`config.mk`:
```
export PLATFORM = sky130hd
export DESIGN_NAME = senha_ctrl
export DESIGN_NICKNAME = d
export VERILOG_FILES = /design/src/rtl/senha_pkg.sv /design/src/rtl/senha_deb.sv /design/src/rtl/senha_ctrl.sv
export SDC_FILE = /design/constraint.sdc
export NUM_CORES = 1
export LEC_CHECK = 0
export ABC_AREA = 1
export CORE_ASPECT_RATIO = 0.7
export CORE_MARGIN = 2
export CORE_UTILIZATION = 56
export CTS_BUF_LIST = sky130_fd_sc_hd__clkbuf_16
export DETAILED_ROUTE_END_ITERATION = 10
export PLACE_DENSITY = 0.85
export SLEW_MARGIN = 20
export SYNTH_ARGS = -nofsm -noshare
export SYNTH_HDL_FRONTEND = slang
export SYNTH_HIERARCHICAL = 1
export SYNTH_SLANG_ARGS = --single-unit
```
`constraint.sdc`:
```
create_clock -name clk -period 2.1 [get_ports clk]
set_input_delay 0.21 -clock clk [delete_from_list [all_inputs] [get_ports clk]]
set_output_delay 0.21 -clock clk [all_outputs]
set_load 0.05 [all_outputs]
```
`src/rtl/senha_pkg.sv`:
```
// Shared definitions for the password-checker session sequencer.
// Build option: SENHA_LOCKOUT_EN adds the lockout state after repeated failures.
package senha_pkg;

   localparam logic [2:0] ACSS_PEND = 3'b000;
   localparam logic [2:0] ACSS_OK   = 3'b100;
   localparam logic [2:0] ACSS_ERR  = 3'b001;
   localparam logic [2:0] ACSS_TMO  = 3'b010;

   typedef enum logic [2:0] {
      ST_IDLE    = 3'd0,
      ST_ENTRY   = 3'd1,
      ST_RELEASE = 3'd2,
`ifdef SENHA_LOCKOUT_EN
      ST_OPEN    = 3'd3,
      ST_LOCKOUT = 3'd4
`else
      ST_OPEN    = 3'd3
`endif
   } state_t;

   // Any nonzero verdict that is neither a grant nor a timeout is a failure.
   function automatic logic is_failure(input logic [2:0] v);
      return (v == ACSS_ERR) ||
             ((v != ACSS_PEND) && (v != ACSS_OK) && (v != ACSS_TMO));
   endfunction

   function automatic logic [1:0] sat_inc2(input logic [1:0] v);
      return (v == 2'd3) ? v : v + 2'd1;
   endfunction

endpackage

```
`src/rtl/senha_deb.sv`:
```
// Confirm-button conditioner: 2-FF synchronizer, stable-count filter and
// a one-cycle pulse on each filtered press.
module senha_deb #(
   parameter int DEB_CYC = 16
) (
   input  logic clk,
   input  logic rst,
   input  logic conf_raw,
   output logic pulse
);

   localparam int CW = $clog2(DEB_CYC + 1);

   logic          sync1;
   logic          sync2;
   logic          level;
   logic [CW-1:0] cnt;

   // The level flips only after DEB_CYC consecutive synchronized samples disagree with it.
   always_ff @(posedge clk or posedge rst) begin
      if (rst) begin
         sync1 <= 1'b0;
         sync2 <= 1'b0;
         level <= 1'b0;
         cnt   <= '0;
         pulse <= 1'b0;
      end else begin
         sync1 <= conf_raw;
         sync2 <= sync1;
         pulse <= 1'b0;
         if (sync2 == level) begin
            cnt <= '0;
         end else if (cnt == CW'(DEB_CYC - 1)) begin
            level <= sync2;
            cnt   <= '0;
            pulse <= sync2;
         end else begin
            cnt <= cnt + CW'(1);
         end
      end
   end

endmodule

```
`src/rtl/senha_ctrl.sv`:
```
// Session sequencer between the board buttons and the password checker.
// Build option: SENHA_LOCKOUT_EN enables the LOCKOUT state and its timer.
module senha_ctrl
   import senha_pkg::*;
#(
   parameter int TIMEOUT_CYC = 1000,
   parameter int DEB_CYC     = 16,
   parameter int OPEN_CYC    = 500,
   parameter int LOCK_CYC    = 5000,
   parameter int MAX_FAIL    = 3
) (
   input  logic       clk,
   input  logic       rst,
   input  logic       start,
   input  logic       conf_raw,
   input  logic [2:0] acss,
   output logic       sinc,
   output logic       temp,
   output logic       dcont,
   output logic       open,
   output logic       locked,
   output logic [1:0] fail_cnt
);

   localparam int TW = $clog2(TIMEOUT_CYC + 1);
   localparam int OW = $clog2(OPEN_CYC + 1);

   state_t        state, state_nxt;
   logic [TW-1:0] ent_tmr, ent_tmr_nxt;
   logic [OW-1:0] open_tmr, open_tmr_nxt;
   logic          temp_nxt;
   logic [2:0]    verdict, verdict_nxt;
   logic [1:0]    fail_nxt;
   logic          pulse;

`ifdef SENHA_LOCKOUT_EN
   localparam int LW = $clog2(LOCK_CYC + 1);
   logic [LW-1:0] lock_tmr, lock_tmr_nxt;
`endif

   senha_deb #(.DEB_CYC(DEB_CYC)) u_deb (
      .clk      (clk),
      .rst      (rst),
      .conf_raw (conf_raw),
      .pulse    (pulse)
   );

   // Presses only reach the checker while an entry is live and not yet timed out.
   assign dcont = pulse & (state == ST_ENTRY) & ~temp;
   assign sinc  = (state == ST_ENTRY);
   assign open  = (state == ST_OPEN);
`ifdef SENHA_LOCKOUT_EN
   assign locked = (state == ST_LOCKOUT);
`else
   // Constant low; the lockout parameters stay referenced so both builds share one interface.
   assign locked = 1'b0 & (LOCK_CYC > 0) & (MAX_FAIL > 0);
`endif

   always_comb begin
      state_nxt    = state;
      ent_tmr_nxt  = ent_tmr;
      open_tmr_nxt = open_tmr;
      temp_nxt     = temp;
      verdict_nxt  = verdict;
      fail_nxt     = fail_cnt;
`ifdef SENHA_LOCKOUT_EN
      lock_tmr_nxt = lock_tmr;
`endif
      case (state)
         ST_IDLE: begin
            if (start) begin
               state_nxt   = ST_ENTRY;
               ent_tmr_nxt = '0;
               temp_nxt    = 1'b0;
            end
         end
         ST_ENTRY: begin
            if (acss != ACSS_PEND) begin
               verdict_nxt = acss;
               state_nxt   = ST_RELEASE;
               ent_tmr_nxt = '0;
               temp_nxt    = 1'b0;
            end else if (dcont) begin
               ent_tmr_nxt = '0;
            end else if (ent_tmr == TW'(TIMEOUT_CYC - 1)) begin
               temp_nxt = 1'b1;
            end else begin
               ent_tmr_nxt = ent_tmr + TW'(1);
            end
         end
         ST_RELEASE: begin
            state_nxt = ST_IDLE;
            if (verdict == ACSS_OK) begin
               fail_nxt     = 2'd0;
               open_tmr_nxt = '0;
               state_nxt    = ST_OPEN;
            end else if (is_failure(verdict)) begin
               fail_nxt = sat_inc2(fail_cnt);
`ifdef SENHA_LOCKOUT_EN
               if (fail_nxt == 2'(MAX_FAIL)) begin
                  lock_tmr_nxt = '0;
                  state_nxt    = ST_LOCKOUT;
               end
`endif
            end
         end
         ST_OPEN: begin
            if (open_tmr == OW'(OPEN_CYC - 1)) begin
               open_tmr_nxt = '0;
               state_nxt    = ST_IDLE;
            end else begin
               open_tmr_nxt = open_tmr + OW'(1);
            end
         end
`ifdef SENHA_LOCKOUT_EN
         ST_LOCKOUT: begin
            if (lock_tmr == LW'(LOCK_CYC - 1)) begin
               lock_tmr_nxt = '0;
               fail_nxt     = 2'd0;
               state_nxt    = ST_IDLE;
            end else begin
               lock_tmr_nxt = lock_tmr + LW'(1);
            end
         end
`endif
         default: state_nxt = ST_IDLE;
      endcase
   end

   always_ff @(posedge clk or posedge rst) begin
      if (rst) begin
         state    <= ST_IDLE;
         ent_tmr  <= '0;
         open_tmr <= '0;
         temp     <= 1'b0;
         verdict  <= ACSS_PEND;
         fail_cnt <= 2'd0;
`ifdef SENHA_LOCKOUT_EN
         lock_tmr <= '0;
`endif
      end else begin
         state    <= state_nxt;
         ent_tmr  <= ent_tmr_nxt;
         open_tmr <= open_tmr_nxt;
         temp     <= temp_nxt;
         verdict  <= verdict_nxt;
         fail_cnt <= fail_nxt;
`ifdef SENHA_LOCKOUT_EN
         lock_tmr <= lock_tmr_nxt;
`endif
      end
   end

endmodule

```
; ---- After elaboration in Yosys (flattened, before gate mapping)
; Index checks and enable logic that the tools add are counted.
[classes]
n_bitwise = 4
eq_ne = 20
reduce_logical = 16
muxes = 25
add_sub_neg = 4
[ops]
columns = cell, count
row1 = $mux 10, 4
row2 = $pmux 10 s2, 1
row3 = $mux 9, 2
row4 = $pmux 9 s2, 1
row5 = $pmux 3 s4, 1
row6 = $add 10x1->10 const B, 1
row7 = $eq 10x10->1 const B, 1
row8 = $mux 5, 2
row9 = $add 9x1->9 const B, 1
row10 = $eq 9x9->1 const B, 1
row11 = $mux 3, 3
row12 = $reduce_and 3->1, 3
row13 = $mux 2, 4
row14 = $eq 3x1->1 const B, 2
row15 = $eq 3x2->1 const B, 2
row16 = $mux 1, 6
row17 = $ne 2x2->1 const B, 3
row18 = $ne 3x2->1 const B, 2
row19 = $reduce_and 2->1, 3
row20 = $reduce_bool 2->1, 3
row21 = $reduce_bool 3->1, 2
row22 = $add 5x1->5 const B, 1
row23 = $eq 5x4->1 const B, 1
row24 = $ne 2x1->1 const B, 2
row25 = other kinds (14), 17
[totals]
register_bits = 37
out_inout_bits = 7
input_bits = 7

; ---- Logic depth before layout (Yosys ltp)
[logic_depth]
depth_word = 6
ltp_mapped = 10
depth_no_buf = 10

; ---- Hierarchy
; The synthesis kept the hierarchy.
[by_module_without_submodules]
columns = module, cells_per_inst, area_per_inst_um2, instances
row1 = senha_ctrl, 214, 1554.0, 1
row2 = senha_deb, 39, 359.1, 1

; ---- Least setup slack after synthesis
; Ideal clock, no wire load.
[synth_timing]
path_kind = flip-flop to flip-flop
from = register state[1]
to = register ent_tmr[7]
setup_ns = 0.118
arrival_ns = 1.585
path_stages_with_launch = 10
setup_slack_ns = 0.398
n_path_buf = 1
path_cell_list = dfrtp_1 nor2_2 buf_4 inv_2 nor2_2 inv_2 nand3_1 nor2_1 nand3_1 nand2_1
[synth_between]
elab_chain_len = 6
elab_cells_between_ends = 11
[synth_rtl]
columns = item, line_no
row1 = from (decl), senha_ctrl.sv:28  ; state_t state, state_nxt;
row2 = from (signal assigned), senha_ctrl.sv:142  ; state <= state_nxt;
row3 = $eq 3x1->1 *, -
row4 = net sinc, senha_ctrl.sv:17  ; output logic sinc,
row5 = $and 1x1->1 * (2 in series), senha_ctrl.sv:49  ; assign dcont = pulse & (state == ST_ENTRY) & ~temp;
row6 = net dcont, senha_ctrl.sv:19  ; output logic dcont,
row7 = $mux 10, senha_ctrl.sv:83  ; end else if (dcont) begin
row8 = $mux 10, senha_ctrl.sv:78  ; if (acss != ACSS_PEND) begin
row9 = $pmux 10 s2, senha_ctrl.sv:69  ; case (state)
row10 = to (signal assigned), senha_ctrl.sv:143  ; ent_tmr <= ent_tmr_nxt;
row11 = to (decl), senha_ctrl.sv:29  ; logic [TW-1:0] ent_tmr, ent_tmr_nxt;
; Mark *: on every way through the listed nets, which the timed path passes. The rest lies on a longest branch.
; A chain may end at the register's enable or synchronous reset.

; ---- Worst setup path in the final report
[layout_timing]
from = register state[1]
to = output open
[layout_between]
elab_chain_len = 1
[layout_rtl]
columns = item, line_no
row1 = $eq 3x2->1, senha_ctrl.sv:51  ; assign open = (state == ST_OPEN);
row2 = to (decl), senha_ctrl.sv:20  ; output logic open,
; Every way passes these cells.

==> summary.txt <==
Logic synthesis
  • Yosys cell types: 24
  • Simple-Gate Fraction of Synth Area: 33.2%
  • Synth Register Bits: 36
  • Top post-synthesis cells by area: dfrtp_1 (47%), nand2_1 (14%), nor2_1 (6.9%)
  • Mux share of post-synthesis cell area: 0%
  • Cell accounting for the most synthesized area: dfrtp_1
  • Post-synth top area share: 47.1%
  • Post-Synth Adder-Cell Area: 2.62%
  • Post-synth net total: 264
  • Largest family of logic cells by synthesized area: simple AND/OR/NAND/NOR gates
  • Compound-cell area share of the yosys netlist: 6.28%
  • Seq/Total Area, Yosys: 47.1%
  • Syn Std Cell Area: 1910 um^2
  • Synth Warn #: 6
  • Synth Area in XOR/XNOR: 2.75%
  • Syn Area/Cell: 7.56 um^2
  • Gate Count Post-Synth: 253

Timing
  • Period minus WS final: 1.98 ns
  • Final Hold Viols: 0
  • Final setup fails: 0
  • Layout Skew: 0.00263 ns
  • Final Max Slew Viols: 0
  • Final worst-path cycle share: 94.4%
  • Top achievable clock speed: 0.505 GHz
  • RSZ-0062 raised after global routing: no
  • Setup TNS: 0 ns
  • Final setup margin: 0.118 ns

Pwr
  • Power Dens Cells: 706 nW/um^2
  • Comb pwr share: 3.1%
  • Switching part of the total: 20.3%
  • VDD IR-drop max: 0.557 mV
  • Static leakage: 1.10 nW
  • Sw Pwr: 0.000324 W
  • Clk network pwr share: 52.6%
  • Seq pwr share: 44.3%
  • Cell-internal power: 0.00128 W

Setup path
  • Worst-path maximum fanout: 5
  • Worst EP required: 1.89 ns
  • Register-to-Register Path Depth: 6
  • Reg2reg setup slack: 0.57 ns
  • R2r startpoint: open_tmr[4]
  • RR Endpoint: state[1]
  • CP arrival: 1.77 ns
  • CP Class: flip-flop to output port
  • Setup crit end kind: output port
  • Critical Path Source Type: flip-flop

Floorplanning
  • FP Rows: 17
  • Die H: 52.9 um
  • Starting Density: 59.6%
  • Ports: 14
  • Die area: 3910 um^2
  • Die W: 73.9 um
  • Core Area: 3210 um^2

Global routing
  • Pin count of the biggest net entering global routing: 28
  • Initial antenna violation count: 0
  • Vias in the first global route: 1,508
  • First-pass GRT wire length: 6.95 mm
  • Grt ovf: 0
  • GRT Util Overall: 24.5%

Clock network
  • CTS sink cnt: 36
  • Clock Tree Buf Depth: 2
  • CTS H-tree depth: 2
  • Clk slew on worst S/H paths: 0.06 ns
  • Hold_buf cts: 0
  • CTS tree: done
  • Root buf cell: clkbuf_16
  • TritonCTS buffer count: 5
  • Post-CTS Setup Bufs: 0
  • Post-CTS sizing: 0
  • Insertion delay to the later sink of the worst-skew pair: 0.28 ns

Final layout
  • Fraction of layout cells with a size suffix above 1: 10.6%
  • Final nets: 283
  • Multi-input logic area: 862 um^2
  • Commonest non-fill, non-tap cell in the layout: nand2_1
  • N_diodes: 0
  • Reg area: 901 um^2
  • Commonest non-fill, non-tap cells in the layout: nand2_1 (71), dfrtp_1 (36), nor2_1 (35)
  • P&R area growth vs syn: 18.5%
  • # fillers: 235

Route
  • Avg WL per Cell: 12.7 um
  • Detail Route Antenna Nets: 0
  • Avg Vias per Cell: 5.16
  • Vias: 1,652
  • DRT iter0 DRCs: 150
  • Drt drc: 0
  • Drt first pass iters: 4
  • WL final: 4.07 mm

Placement
  • Hpwl dp: 2.85 mm
  • # port buffers: 12
  • DP Worst Slack: 0.422 ns
  • RePlAce Congestion: 0.924

Worst hold path
  • Min-delay worst type: input port to asynchronous set/reset pin

Run
  • Max cap viols: 0

Status
  • Status: finished clean
==> logic make-up (layout without fill, tap and decap cells) <==
kind of cell	count (synthesis)	count (layout)
xor gates and xnor gates	6	6
other	1	1
AOI/OAI and AO/OA	21	21
adders and majority gates	4	4
buffers and inverters	38	58
DFF	36	36
and+or+nand+nor	147	147
==> worst max path at each step <==
stage | start | to | slack, ns
finish | state[1] | open | 0.12
global route | state[0] | open | 0.05
CTS | state[1] | open | 0.12
detailed placement | state[1] | open | 0.42
global placement | state[1] | open | 0.43
floorplan | state[1] | ent_tmr[7] | 0.40
==> worst max-delay path, cell delays in order, from the launching register on <==
cell and delay [ns]:
dfrtp_1 0.44, nand2_1 0.14, clkinv_1 0.11, clkdlybuf4s50_1 0.80
==> routing by layer <==
layer	wire, um	track usage (%)	vias up
met1	2010	34.4	755
li1	-	-	833
met5	0	0	-
met3	260	6.67	10
met2	1740	36.9	54
met4	57	7.58	0
==> cells in the mapped netlist, drive strengths merged <==
master and instances:
o21ai 12, dfrtp 36, xnor2 2, nand2 75, nor2 39, nor3 1
nand3 26, xor2 4, conb 1, inv 34, a31oi 1, clkinv 2
a21oi 4, ha 4, nand4 6, o21bai 4, buf 2
==> sequential cells by signal, indices dropped and copies added, names as in the netlist <==
name         count
ent_tmr         10
open_tmr         9
u_deb/cnt        5
verdict          3
fail_cnt         2
state            2
temp             1
u_deb/level      1
u_deb/pulse      1
u_deb/sync1      1
u_deb/sync2      1
==> power groups by stage <==
stage                     combinational (W)  clock (W)  sequential, W
after detailed placement          0.0000496          0       0.000721
after global placement            0.0000486          0       0.000720
final                             0.0000496   0.000842       0.000709
after floorplan                   0.0000310          0       0.000719
after CTS                         0.0000502   0.000850       0.000709
after global routing              0.0000570   0.000898       0.000709
==> layout make-up <==
| class | instances | share of cell area [%] |
|---|---|---|
| Multi-Input combinational cell | 179 | 38.0 |
| Inverter | 36 | 5.96 |
| Sequential cell | 36 | 39.7 |
| Clock buffer | 5 | 5.52 |
| Tap cell | 47 | 2.59 |
| Clock inverter | 3 | 1.88 |
| Timing Repair Buffer | 14 | 6.29 |
==> metrics by stage <==
stage	util [%]	hold WS (ns)	instance area (um^2)	power, W	instances
detailed placement	65.4	0.335	2100	0.000770	312
floorplan	-	0.0379	1910	0.000750	253
finish	70.6	0.219	2270	0.00160	320
global route	70.6	0.249	2270	0.00166	320
global placement	65.4	0.333	2100	0.000768	312
CTS	70.6	0.235	2270	0.00161	320
No activity file was read; power rests on OpenSTA's default activity.
